## src/rtl/icarus_pkg.sv

```systemverilog
// Shared types and constants for the branch redirect path: FSM state encoding,
// default address width and the word-alignment mask applied to redirect targets.
package icarus_pkg;

  localparam int ADDR_W = 32;

  // Low address bits that must be zero for a word-aligned instruction fetch.
  localparam logic [1:0] WORD_ALIGN_MASK = 2'b11;

  typedef enum logic {
    IDLE     = 1'b0,
    REDIRECT = 1'b1
  } redirect_state_e;

  function automatic logic is_misaligned(input logic [1:0] lsbs);
    return |(lsbs & WORD_ALIGN_MASK);
  endfunction

endpackage

```

## src/rtl/sat_counter.sv

```systemverilog
// Saturating up-counter: increments on inc, sticks at all-ones, async-reset to 0.
module sat_counter #(
  parameter int CNT_W = 16
) (
  input  logic             clk,
  input  logic             rst_n,
  input  logic             inc,
  output logic [CNT_W-1:0] count
);

  logic [CNT_W-1:0] count_d;
  logic [CNT_W-1:0] count_q;

  // Next count, holding once every bit is set.
  always_comb begin
    count_d = count_q;
    if (inc && (count_q != {CNT_W{1'b1}})) begin
      count_d = count_q + {{(CNT_W-1){1'b0}}, 1'b1};
    end else begin
      count_d = count_q;
    end
  end

  // Counter register.
  always_ff @(posedge clk or negedge rst_n) begin
    if (!rst_n) begin
      count_q <= {CNT_W{1'b0}};
    end else begin
      count_q <= count_d;
    end
  end

  assign count = count_q;

endmodule

```

## src/rtl/branch_redirect_unit.sv

```systemverilog
// ID-stage branch/jump redirect: registers a PC redirect for fetch with valid/ready,
// flush and misalign pulses. Optional BRANCH_STATS_EN adds branch/taken counters.
module branch_redirect_unit
  import icarus_pkg::*;
#(
  parameter int WIDTH      = ADDR_W,
  parameter bit DELAY_SLOT = 1'b1,
  parameter int CNT_W      = 16
) (
  input  logic             Clock,
  input  logic             Reset,
  input  logic             BranchValid,
  input  logic             CmpResult,
  input  logic [WIDTH-1:0] BranchTarget,
  input  logic             JumpValid,
  input  logic [WIDTH-1:0] JumpTarget,
  input  logic             Stall,
  input  logic             PcReady,
  output logic             RedirectValid,
  output logic [WIDTH-1:0] RedirectPC,
  output logic             FlushIFID,
  output logic             Busy,
  output logic             Misalign
`ifdef BRANCH_STATS_EN
  ,
  output logic [CNT_W-1:0] BranchCount,
  output logic [CNT_W-1:0] TakenCount
`endif
);

  redirect_state_e  state_d, state_q;
  logic             valid_d, valid_q;
  logic [WIDTH-1:0] pc_d, pc_q;
  logic             flush_d, flush_q;
  logic             misalign_d, misalign_q;
  logic             accept_s;
  logic [WIDTH-1:0] target_s;

  // Jumps are always taken and win over a simultaneous conditional branch.
  assign accept_s = !Stall && (JumpValid || (BranchValid && CmpResult));
  assign target_s = JumpValid ? JumpTarget : BranchTarget;

  // Next-state and next-output computation for the redirect FSM.
  always_comb begin
    state_d    = state_q;
    valid_d    = valid_q;
    pc_d       = pc_q;
    flush_d    = 1'b0;
    misalign_d = 1'b0;
    case (state_q)
      IDLE: begin
        if (accept_s) begin
          state_d    = REDIRECT;
          valid_d    = 1'b1;
          pc_d       = target_s & ~{{(WIDTH-2){1'b0}}, WORD_ALIGN_MASK};
          flush_d    = ~DELAY_SLOT;
          misalign_d = is_misaligned(target_s[1:0]);
        end else begin
          state_d = IDLE;
        end
      end
      REDIRECT: begin
        // ID is held by Busy here, so incoming branch/jump requests are not lost.
        if (PcReady) begin
          state_d = IDLE;
          valid_d = 1'b0;
        end else begin
          state_d = REDIRECT;
        end
      end
      default: begin
        state_d = IDLE;
        valid_d = 1'b0;
      end
    endcase
  end

  // FSM state and registered outputs.
  always_ff @(posedge Clock or negedge Reset) begin
    if (!Reset) begin
      state_q    <= IDLE;
      valid_q    <= 1'b0;
      pc_q       <= {WIDTH{1'b0}};
      flush_q    <= 1'b0;
      misalign_q <= 1'b0;
    end else begin
      state_q    <= state_d;
      valid_q    <= valid_d;
      pc_q       <= pc_d;
      flush_q    <= flush_d;
      misalign_q <= misalign_d;
    end
  end

  assign RedirectValid = valid_q;
  assign RedirectPC    = pc_q;
  assign FlushIFID     = flush_q;
  assign Misalign      = misalign_q;
  assign Busy          = (state_q != IDLE);

`ifdef BRANCH_STATS_EN
  logic branch_inc_s;
  logic taken_inc_s;

  // A branch paired with a jump is seen but not taken: the jump wins.
  assign branch_inc_s = (state_q == IDLE) && !Stall && BranchValid;
  assign taken_inc_s  = branch_inc_s && CmpResult && !JumpValid;

  sat_counter #(.CNT_W(CNT_W)) u_branch_cnt (
    .clk   (Clock),
    .rst_n (Reset),
    .inc   (branch_inc_s),
    .count (BranchCount)
  );

  sat_counter #(.CNT_W(CNT_W)) u_taken_cnt (
    .clk   (Clock),
    .rst_n (Reset),
    .inc   (taken_inc_s),
    .count (TakenCount)
  );
`endif

endmodule

```

## config.mk

```make
export PLATFORM = sky130hd
export DESIGN_NAME = branch_redirect_unit
export DESIGN_NICKNAME = d
export VERILOG_FILES = /design/src/rtl/icarus_pkg.sv /design/src/rtl/sat_counter.sv /design/src/rtl/branch_redirect_unit.sv
export SDC_FILE = /design/constraint.sdc
export NUM_CORES = 1
export LEC_CHECK = 0
export CAP_MARGIN = 15
export CORE_UTILIZATION = 39
export DETAILED_ROUTE_END_ITERATION = 16
export PLACE_DENSITY = 0.85
export SKIP_CTS_REPAIR_TIMING = 1
export SYNTH_ARGS = -nofsm -noshare
export SYNTH_HDL_FRONTEND = slang
export SYNTH_SLANG_ARGS = --single-unit
```

## constraint.sdc

```tcl
create_clock -name Clock -period 3.2 [get_ports Clock]
set_input_delay 0.96 -clock Clock [delete_from_list [all_inputs] [get_ports Clock]]
set_output_delay 0.96 -clock Clock [all_outputs]
set_load 0.01 [all_outputs]
```

* Word-level counts from Yosys, hierarchy flattened
Cells that the tools add are included.
** Word-level totals
- Output and inout port bits :: 36
- Word-level logic and storage cells :: 23
- Flip-flop bits (word level) :: 33
- Input bits :: 71
** Operators by class
- Bitwise operators :: 1
- Muxes and demuxes :: 9
- Eq/ne operators :: 2
- Reductions and logical operators :: 7
** Operator list (number)
- 32-bit 2-to-1 mux :: 1
- 1-bit 2-to-1 mux :: 6
- 2-bit inequality test, second input constant :: 2
- 1-bit one-hot mux with 2 select lines :: 2
- 2-bit AND reduction :: 2
- 1-bit logical AND :: 2
- 2-bit OR reduction :: 1
- 1-bit zero test :: 1
- 1-bit logical OR :: 1
- 1-bit inverter :: 1

* Longest topological paths before layout
Gate-level depths: netlist (run 1).
- Word-level depth :: 5
- Gate-level depth with buffers :: 5
- Gate-level depth less buffers :: 3

* Least setup slack after synthesis (run 1)
OpenSTA, ideal clock, no wires.
- Kind :: input-to-reg
- Start point :: input JumpValid
- End point :: register pc_q[29] (netlist: RedirectPC[29])
- Data required time :: 3.075 ns
- Path slack :: 1.218 ns
- Library setup time :: 0.125 ns
- Stages :: 5
- Arrival time :: 1.857 ns
- Buffers on the path :: 2
- Path through :: buf_6 -> a21oi_2 -> nor3_4 -> buf_6 -> mux2_2
** Between the ends
- Word-level cells in the longest chain between the ends :: 3
- Elaborated cells between the ends (all ways) :: 4
- Classes of those cells :: mux: 1; reduce/logical: 3
** RTL lines
- from (decl) :: RTL line branch_redirect_unit.sv:15 : input logic JumpValid,
- 1-bit logical OR :: RTL line branch_redirect_unit.sv:40 : assign accept_s = !Stall && (JumpValid || (BranchValid && CmpResult));
- 1-bit logical AND :: RTL line branch_redirect_unit.sv:40
- 2-bit AND reduction (no line)
- to (signal assigned) :: RTL line branch_redirect_unit.sv:83 : pc_q <= {WIDTH{1'b0}};
- to (signal assigned) :: RTL line branch_redirect_unit.sv:89 : pc_q <= pc_d;
- to (decl) :: RTL line branch_redirect_unit.sv:33 : logic [WIDTH-1:0] pc_d, pc_q;
Several ways; a longest one is shown, not always the timed one.
A chain may end at the register's enable or synchronous reset.

* Final worst setup path (run 1)
- Start point :: input JumpValid
- End point :: register pc_q[27] (netlist: RedirectPC[27])
The elaborated chain is that of the path after synthesis.

==> impl_metrics.toml, run 1 <==
[run_status]
outcome = "finished, final reports clean"

[sta]
skew_ns = 0.00679
period_needed_ns = 2.37
hold_viol = 0
drv_slew = 0
clock.fmax_mhz = 423
period_share_pct = 74.0
setup_ws_ns = 0.834
rsz0062_at_grt = "no"
setup_violations = 0
fin_tns_setup_ns = 0

[yosys]
syn_area_um2 = 1670
avgSynthCellArea_um2 = 14.8
synthAdderAreaFrac_pct = 0
synth_simple_gate_area_share_pct = 1.65
yosysTopAreaCell = "dfrtp_1"
syn-instance-count = 113
synth_top_family_by_area = "multiplexers"
ys_top_cells_by_area = "dfrtp_1 (49%), mux2_2 (40%), buf_6 (4.0%), buf_4 (1.8%), nor3_4 (0.97%)"
ys_types = 13
synth_xor_area_share_pct = 0
yosysWarnings = 0
synth_compound_area_share_pct = 2.02
synthMuxAreaShare_pct = 40.6
synth_top_area_share_pct = 49.4
ys_seq_elements = 33
ys_seq_area_share_pct = 49.4

[worst_setup_path]
worstSetupPathType = "primary input to register"
worst-path-max-fanout = 17
worstPathRequired_ns = 3.36
cp-end-kind = "register"
crit_arrival_ns = 2.53
startpoint_type = "primary input"

[placement]
place_congestion = 0.639
io_buffers = 103
dp_hpwl_um = 3250
pre_cts_ws_ns = 0.537
placed_area_um2 = 2710

[floorplanning]
design.portCount = 107
die_w_um = 67.5
die_y_um = 67.5
die_area_um2 = 4550
num_rows = 23
core-area_um2 = 4060
start_util_pct = 41.2

[final_layout]
fillers = 284
drive_above_1_share_pct = 32.6
regArea_um2 = 826
multiInputGateArea_um2 = 752
area_delta_synth_final_pct = 67.1
stdcell_area_um2 = 2790
nets = 291
final_util_pct = 68.8
n_antenna_cell = 0

[clock_tree]
path_clk_slew_ns = 0.06
cts_buffer_depth = 2
clock_sinks = 33
cts_buffers = 5
root_buffer = "clkbuf_8"
htreeDepth = 2
cts_tree = "done"
worstSkewPairLatency_ns = 0.28

[global_routing]
grt_pass1_wl_um = 6330
first_global_vias = 1383
antenna_found_initial = 0
grt_max_degree = 34
track_usage_pct = 19.5
gr-total-overflow = 0

[pwr]
clkPwrFrac_pct = 20.6
power_uw = 1440
powerDensity_nw_per_um2 = 515
p_leak_uw = 0.00113
p_sw_share_pct = 26.7
seq_power_share_pct = 40.7
p_switching_uw = 385
p_int_uw = 1050
comb_power_share_pct = 38.7
peakVddDrop_mv = 0.306

[detailed_routing]
vias = 1299
drc = 0
avgRoutedWirePerCell_um = 15.2
drt-initial-drc-count = 30
drt-total-wl_um = 4120
avgViaCountPerCell = 4.79
ant_nets = 0
drtPass1Iterations = 2

[hold_path]
hold_class = "register to register"

[run]
maxCapViolations = 0
[cells by family (layout without fill, tap and decap cells)]
group / after synthesis / in the layout
AO/OA/AOI/OAI: 4 / 4
other: 1 / 3
buffers and inverters: 11 / 117
flip-flops: 33 / 33
AND/OR/NAND/NOR: 4 / 4
multiplexers: 60 / 60
[cell usage in the layout (no fill, tap or decap), drive strengths merged]
cell type,count
clkdlybuf4s50,103
mux2,60
dfrtp,33
clkbuf,8
buf,5
conb,3
a21o,2
nand2,2
inv,1
a21oi,1
nor3,1
nor2,1
o311a,1
[state kept, by name, summed over array words and instances, names as in the netlist]
signal         flops
RedirectValid      1
RedirectPC        30
Misalign           1
Busy               1
[power groups by stage]
stage	clock network (uW)	logic [uW]	registers (uW)
after detailed placement	0	562	592
after global placement	0	545	586
after global routing	324	594	600
after CTS	307	564	587
after floorplan	0	170	639
final	297	557	585
[path summary, 6_finish.rpt]
path / from / end / slack, ns / cells after the start
worst min register to register: RedirectValid / RedirectValid / 0.50 / 1
min in group asynchronous: Reset / RedirectPC[24] / 1.08 / 2
worst max register to register: Busy / RedirectPC[27] / 1.80 / 3
worst max-delay path: JumpValid / RedirectPC[27] / 0.83 / 6
worst min-delay path: RedirectValid / RedirectValid / 0.50 / 1
max in group asynchronous: Reset / RedirectPC[4] / 1.80 / 2
[cells in the mapped netlist, drive strengths merged]
master  count
a21oi       1
nor2        1
dfrtp      33
nand2       2
inv         1
nor3        1
buf        10
conb        1
a21o        2
o311a       1
mux2       60
[metal layers]
| layer | global-route usage, % | up-vias | routed length [um] |
|---|---|---|---|
| met4 | 9.57 | 0 | 83 |
| met5 | 0 | - | 0 |
| li1 | - | 608 | - |
| met3 | 6.76 | 9 | 342 |
| met1 | 21.6 | 616 | 1570 |
| met2 | 32.8 | 66 | 2130 |
[area by class of cell]
| type | instances | area share (%) |
|---|---|---|
| Tap cell | 50 | 2.24 |
| Multi-Input combinational cell | 71 | 26.9 |
| Sequential cell | 33 | 29.6 |
| Inverter | 1 | 0.134 |
| Clock buffer | 8 | 2.87 |
| Timing Repair Buffer | 108 | 38.3 |
[critical path, stage by stage]
cell and delay (ns):
clkdlybuf4s50_1 0.49, buf_4 0.25, a21oi_2 0.07, nor3_4 0.12, buf_4 0.27, mux2_2 0.37
[per-stage QoR]
step                      hold WS [ns]  instances
after floorplan                  0.518        115
after global placement           0.473        263
after detailed placement         0.487        263
after CTS                        0.511        271
after global routing             0.525        271
final                            0.504        271
(Power assumes the default switching activity.)
==> run 2, diff against run 1 <==
--- a/config.mk
+++ b/config.mk
@@ -6,9 +6,9 @@
 export NUM_CORES = 1
 export LEC_CHECK = 0
 export CAP_MARGIN = 15
-export CORE_UTILIZATION = 39
+export CORE_UTILIZATION = 33
 export DETAILED_ROUTE_END_ITERATION = 16
-export PLACE_DENSITY = 0.85
+export PLACE_DENSITY = 0.77
 export SKIP_CTS_REPAIR_TIMING = 1
 export SYNTH_ARGS = -nofsm -noshare
 export SYNTH_HDL_FRONTEND = slang
==> constraint.sdc (replaced) <==
create_clock -name Clock -period 2.1 [get_ports Clock]
set_input_delay 0.63 -clock Clock [delete_from_list [all_inputs] [get_ports Clock]]
set_output_delay 0.63 -clock Clock [all_outputs]
set_load 0.01 [all_outputs]
==> run 2 against run 1 <==
Compared with the run above:
- sequential cell count did not move
- critical endpoint is now Busy
- power rose by 56%
- routed wire length fell by 9.6%
- critical path type is now register to output port
- first-iteration DRC count fell by 50%
- sequential share of layout area fell by 0.92 points
- combinational power rose by 53%
- sequential power rose by 51%
- highest routed layer unchanged
- clock power rose by 74%
==> impl_metrics.toml, run 2 (synthesized netlist as in run 1, its figures left out) <==
[run_status]
outcome = "finished, final reports clean"

[worst_setup_path]
crit_arrival_ns = 1.29
path_cells = "clkdlybuf4s50_1"
critPathMaxStageDelay_ns = 0.58
path_delay_family = "buffers and inverters"
worstSetupPathType = "register to output port"
startpoint_type = "register"
cp-end-kind = "output port"
r2r_cells = 3
worst-path-max-fanout = 4
worstPathRequired_ns = 1.47
slowest_stage = "clkdlybuf4s50_1"
cp_num_buf_inv = 1
cp_num_cells = 1

[pwr]
p_leak_uw = 0.00117
seq_power_share_pct = 39.2
powerDensity_nw_per_um2 = 781
peakVddDrop_mv = 0.531
clkPwrFrac_pct = 23.0
comb_power_share_pct = 37.8
p_int_uw = 1680
power_uw = 2250
p_switching_uw = 572
p_sw_share_pct = 25.4

[placement]
placedCellCount = 283
pre_cts_ws_ns = -0.107
place_congestion = 0.663
io_buffers = 103
dp_hpwl_um = 2980

[clock_tree]
root_buffer = "clkbuf_8"
cts_buffers = 5
worstSkewPairLatency_ns = 0.28
clock_sinks = 33
cts_tree = "done"
htreeDepth = 2
cts_buffer_depth = 2
path_clk_slew_ns = 0.07

[floorplanning]
die_y_um = 73.2
design.portCount = 107
num_rows = 25
die_w_um = 73.2
start_util_pct = 34.9
die_area_um2 = 5350
core-area_um2 = 4790

[sta]
drv_slew = 0
setup_violations = 0
setup_ws_ns = 0.180
clock.fmax_mhz = 521
rsz0062_at_grt = "no"
hold_viol = 0
period_share_pct = 91.4
skew_ns = 0.00463
period_needed_ns = 1.92
timing.hold.ws_ns = 0.505

[final_layout]
drive_above_1_share_pct = 34.8
layout_commonest_cell = "clkdlybuf4s50_1"
nets = 294
instances_no_fill = 291
multiInputGateArea_um2 = 752
area_delta_synth_final_pct = 72.5
regArea_um2 = 826
fillers = 412
mostFrequentLayoutCells = "clkdlybuf4s50_1 (103), mux2_2 (59), dfrtp_1 (33)"
largest_reg_flops = 30
n_antenna_cell = 0
final_util_pct = 60.2

[detailed_routing]
drt-initial-drc-count = 15
drc = 0
avgRoutedWirePerCell_um = 12.8
avgViaCountPerCell = 4.41
vias = 1283
ant_nets = 0
drtPass1Iterations = 3
drt-total-wl_um = 3730

[global_routing]
first_global_vias = 1253
antenna_found_initial = 0
gr-total-overflow = 0
track_usage_pct = 15.0
grt_pass1_wl_um = 5890
grt_max_degree = 23

[run]
maxCapViolations = 0

[hold_path]
min_path_cells = 1
hold_class = "register to register"
[run 2: changes by cell type in the layout (fill, tap and decap cells not counted)]
cell,previous run,this run
clkbuf_8,5,7
buf_4,5,6
buf_12,0,2
clkinv_2,0,1
clkbuf_1,3,0
[run 2: final cells by class]
cell class | count | share of cell area, %
sequential | 33 | 28.6
tap | 67 | 2.91
clock inverter | 1 | 0.174
timing repair buffer | 111 | 38.7
clock buffer | 7 | 3.34
multi-input combinational | 71 | 26.1
inverter | 1 | 0.130
[run 2: routing by layer]
layer / up-vias / global-route usage [%] / routed length (um)
met5: - / 0 / 0
met3: 7 / 7.87 / 426
met1: 595 / 17.0 / 1490
met4: 0 / 5.88 / 61
li1: 617 / - / -
met2: 64 / 23.8 / 1750
[run 2: power by group through the flow]
stage,Clock (uW),Sequential [uW],Combinational [uW]
after detailed placement,0,895,861
after CTS,540,886,864
after global placement,0,892,851
final,518,882,850
after global routing,575,908,905
after floorplan,0,973,259
[run 2: path summary, 6_finish.rpt]
check | startpoint | end | slack, ns
max | Busy | Busy | 0.18
min | RedirectPC[4] | RedirectPC[4] | 0.50
max reg2reg | Busy | RedirectPC[30] | 0.73
min reg2reg | RedirectPC[4] | RedirectPC[4] | 0.50
max in group asynchronous | Reset | RedirectPC[30] | 1.15
min in group asynchronous | Reset | RedirectPC[2] | 0.67
[run 2: metrics by stage]
step                      area [um2]  TNS [ns]
final                           2880         0
after global routing            2880         0
after CTS                       2880         0
after detailed placement        2780     -1.90
after global placement          2780     -1.50
after floorplan                 1680         0
==> run 3, diff against run 2 <==
--- a/config.mk
+++ b/config.mk
@@ -6,9 +6,10 @@
 export NUM_CORES = 1
 export LEC_CHECK = 0
 export CAP_MARGIN = 15
-export CORE_UTILIZATION = 33
+export CORE_UTILIZATION = 34
+export CTS_BUF_LIST = sky130_fd_sc_hd__clkbuf_2
 export DETAILED_ROUTE_END_ITERATION = 16
-export PLACE_DENSITY = 0.77
+export PLACE_DENSITY = 0.79
 export SKIP_CTS_REPAIR_TIMING = 1
 export SYNTH_ARGS = -nofsm -noshare
 export SYNTH_HDL_FRONTEND = slang
==> run 3 against run 2 <==
Compared with the run above:
- register-to-register slack worse by 0.04 ns
- sequential share of layout area is 0.58 points higher
- sequential cell count stayed put
- critical path type unchanged
==> impl_metrics.toml, run 3 (synthesized netlist as in run 1, its figures left out) <==
[final_layout]
instances_no_fill = 288
final_util_pct = 59.8
layout_commonest_cell = "clkdlybuf4s50_1"
nets = 291
fillers = 400
stdcell_area_um2 = 2830
n_antenna_cell = 0
drive_above_1_share_pct = 33.5
largest_reg_flops = 30
area_delta_synth_final_pct = 69.0
mostFrequentLayoutCells = "clkdlybuf4s50_1 (102), mux2_2 (59), dfrtp_1 (33)"

[worst_setup_path]
cp-endpoint = "RedirectPC[8]"
slowest_stage = "clkdlybuf4s50_1"
r2r_cells = 3
crit_arrival_ns = 1.33
path_cells = "clkdlybuf4s50_1"
worstPathRequired_ns = 1.47
critPathMaxStageDelay_ns = 0.55
cp_num_cells = 1
cp_num_buf_inv = 1
reg2reg_to = "RedirectPC[6]"
rrSetupSlack_ns = 0.69
rr_startpoint = "Busy"
worst-path-max-fanout = 2
startpoint_type = "register"
worstSetupPathType = "register to output port"
cp-end-kind = "output port"
path_delay_family = "buffers and inverters"
cp-startpoint = "RedirectPC[8]"

[detailed_routing]
avgViaCountPerCell = 4.50
drtPass1Iterations = 4
drc = 0
drt-initial-drc-count = 47
ant_nets = 0
avgRoutedWirePerCell_um = 14.0
vias = 1297
drt-total-wl_um = 4020

[run]
maxCapViolations = 0

[floorplanning]
die_w_um = 72.1
start_util_pct = 35.4
die_y_um = 72.1
die_area_um2 = 5200
design.portCount = 107
core-area_um2 = 4720
num_rows = 25

[placement]
placed_area_um2 = 2760
io_buffers = 103
dp_hpwl_um = 3060
place_congestion = 0.733
placedCellCount = 280

[clock_tree]
cts_buffers = 5
worstSkewPairLatency_ns = 0.37
htreeDepth = 2
cts_tree = "done"
root_buffer = "clkbuf_2"
path_clk_slew_ns = 0.18
clock_sinks = 33
cts_buffer_depth = 2

[pwr]
powerDensity_nw_per_um2 = 760
p_leak_uw = 0.00115
peakVddDrop_mv = 0.350
power_uw = 2150

[sta]
period_needed_ns = 1.96
fin_tns_setup_ns = 0
drv_slew = 0
clock.fmax_mhz = 511
skew_ns = 0.0160
hold_viol = 0
period_share_pct = 93.3
rsz0062_at_grt = "no"
setup_violations = 0

[global_routing]
grt_max_degree = 34
gr-total-overflow = 0
antenna_found_initial = 0
grt_pass1_wl_um = 6560
track_usage_pct = 16.7
first_global_vias = 1314

[hold_path]
hp-start = "RedirectValid"
min_path_cells = 1
hold_class = "register to register"

[run_status]
outcome = "finished, final reports clean"
[run 3: metal layers]
layer  wire [um]  vias up  global-route usage, %  part of all wire [%]
met3         383       13                   6.94                   9.5
met2        1840       65                   26.2                    46
met4         146        0                   8.71                   3.6
met1        1650      608                   19.4                    41
met5           0        -                      0                     0
li1            -      611                      -                     -
[run 3: metrics by stage]
stage               worst slack (ns)  hold WS, ns
detailed placement            -0.109        0.473
global placement             -0.0808        0.469
global route                  0.0641        0.530
finish                         0.141        0.506
CTS                           0.0410        0.513
floorplan                      0.448        0.334
[run 3: layout make-up]
| type | count | area, um2 | area share [%] |
|---|---|---|---|
| well taps | 67 | 83.8 | 2.97 |
| repair buffers | 108 | 1100 | 38.8 |
| flip-flops and latches | 33 | 826 | 29.2 |
| multi-input cells | 71 | 752 | 26.6 |
| clock buffers | 6 | 30.0 | 1.06 |
| inverters | 1 | 3.75 | 0.133 |
| clock inverters | 2 | 33.8 | 1.20 |
[run 3: power by group]
part / internal, uW / switching (uW) / leakage [uW]
registers: 798 / 81.5 / 0.000389
clock network: 203 / 217 / 0.0000406
logic: 576 / 270 / 0.000724
[run 3: worst min-delay path by stage]
stage | endpoint
floorplan | Busy
global placement | RedirectValid
detailed placement | RedirectValid
CTS | RedirectValid
global route | RedirectValid
finish | RedirectValid
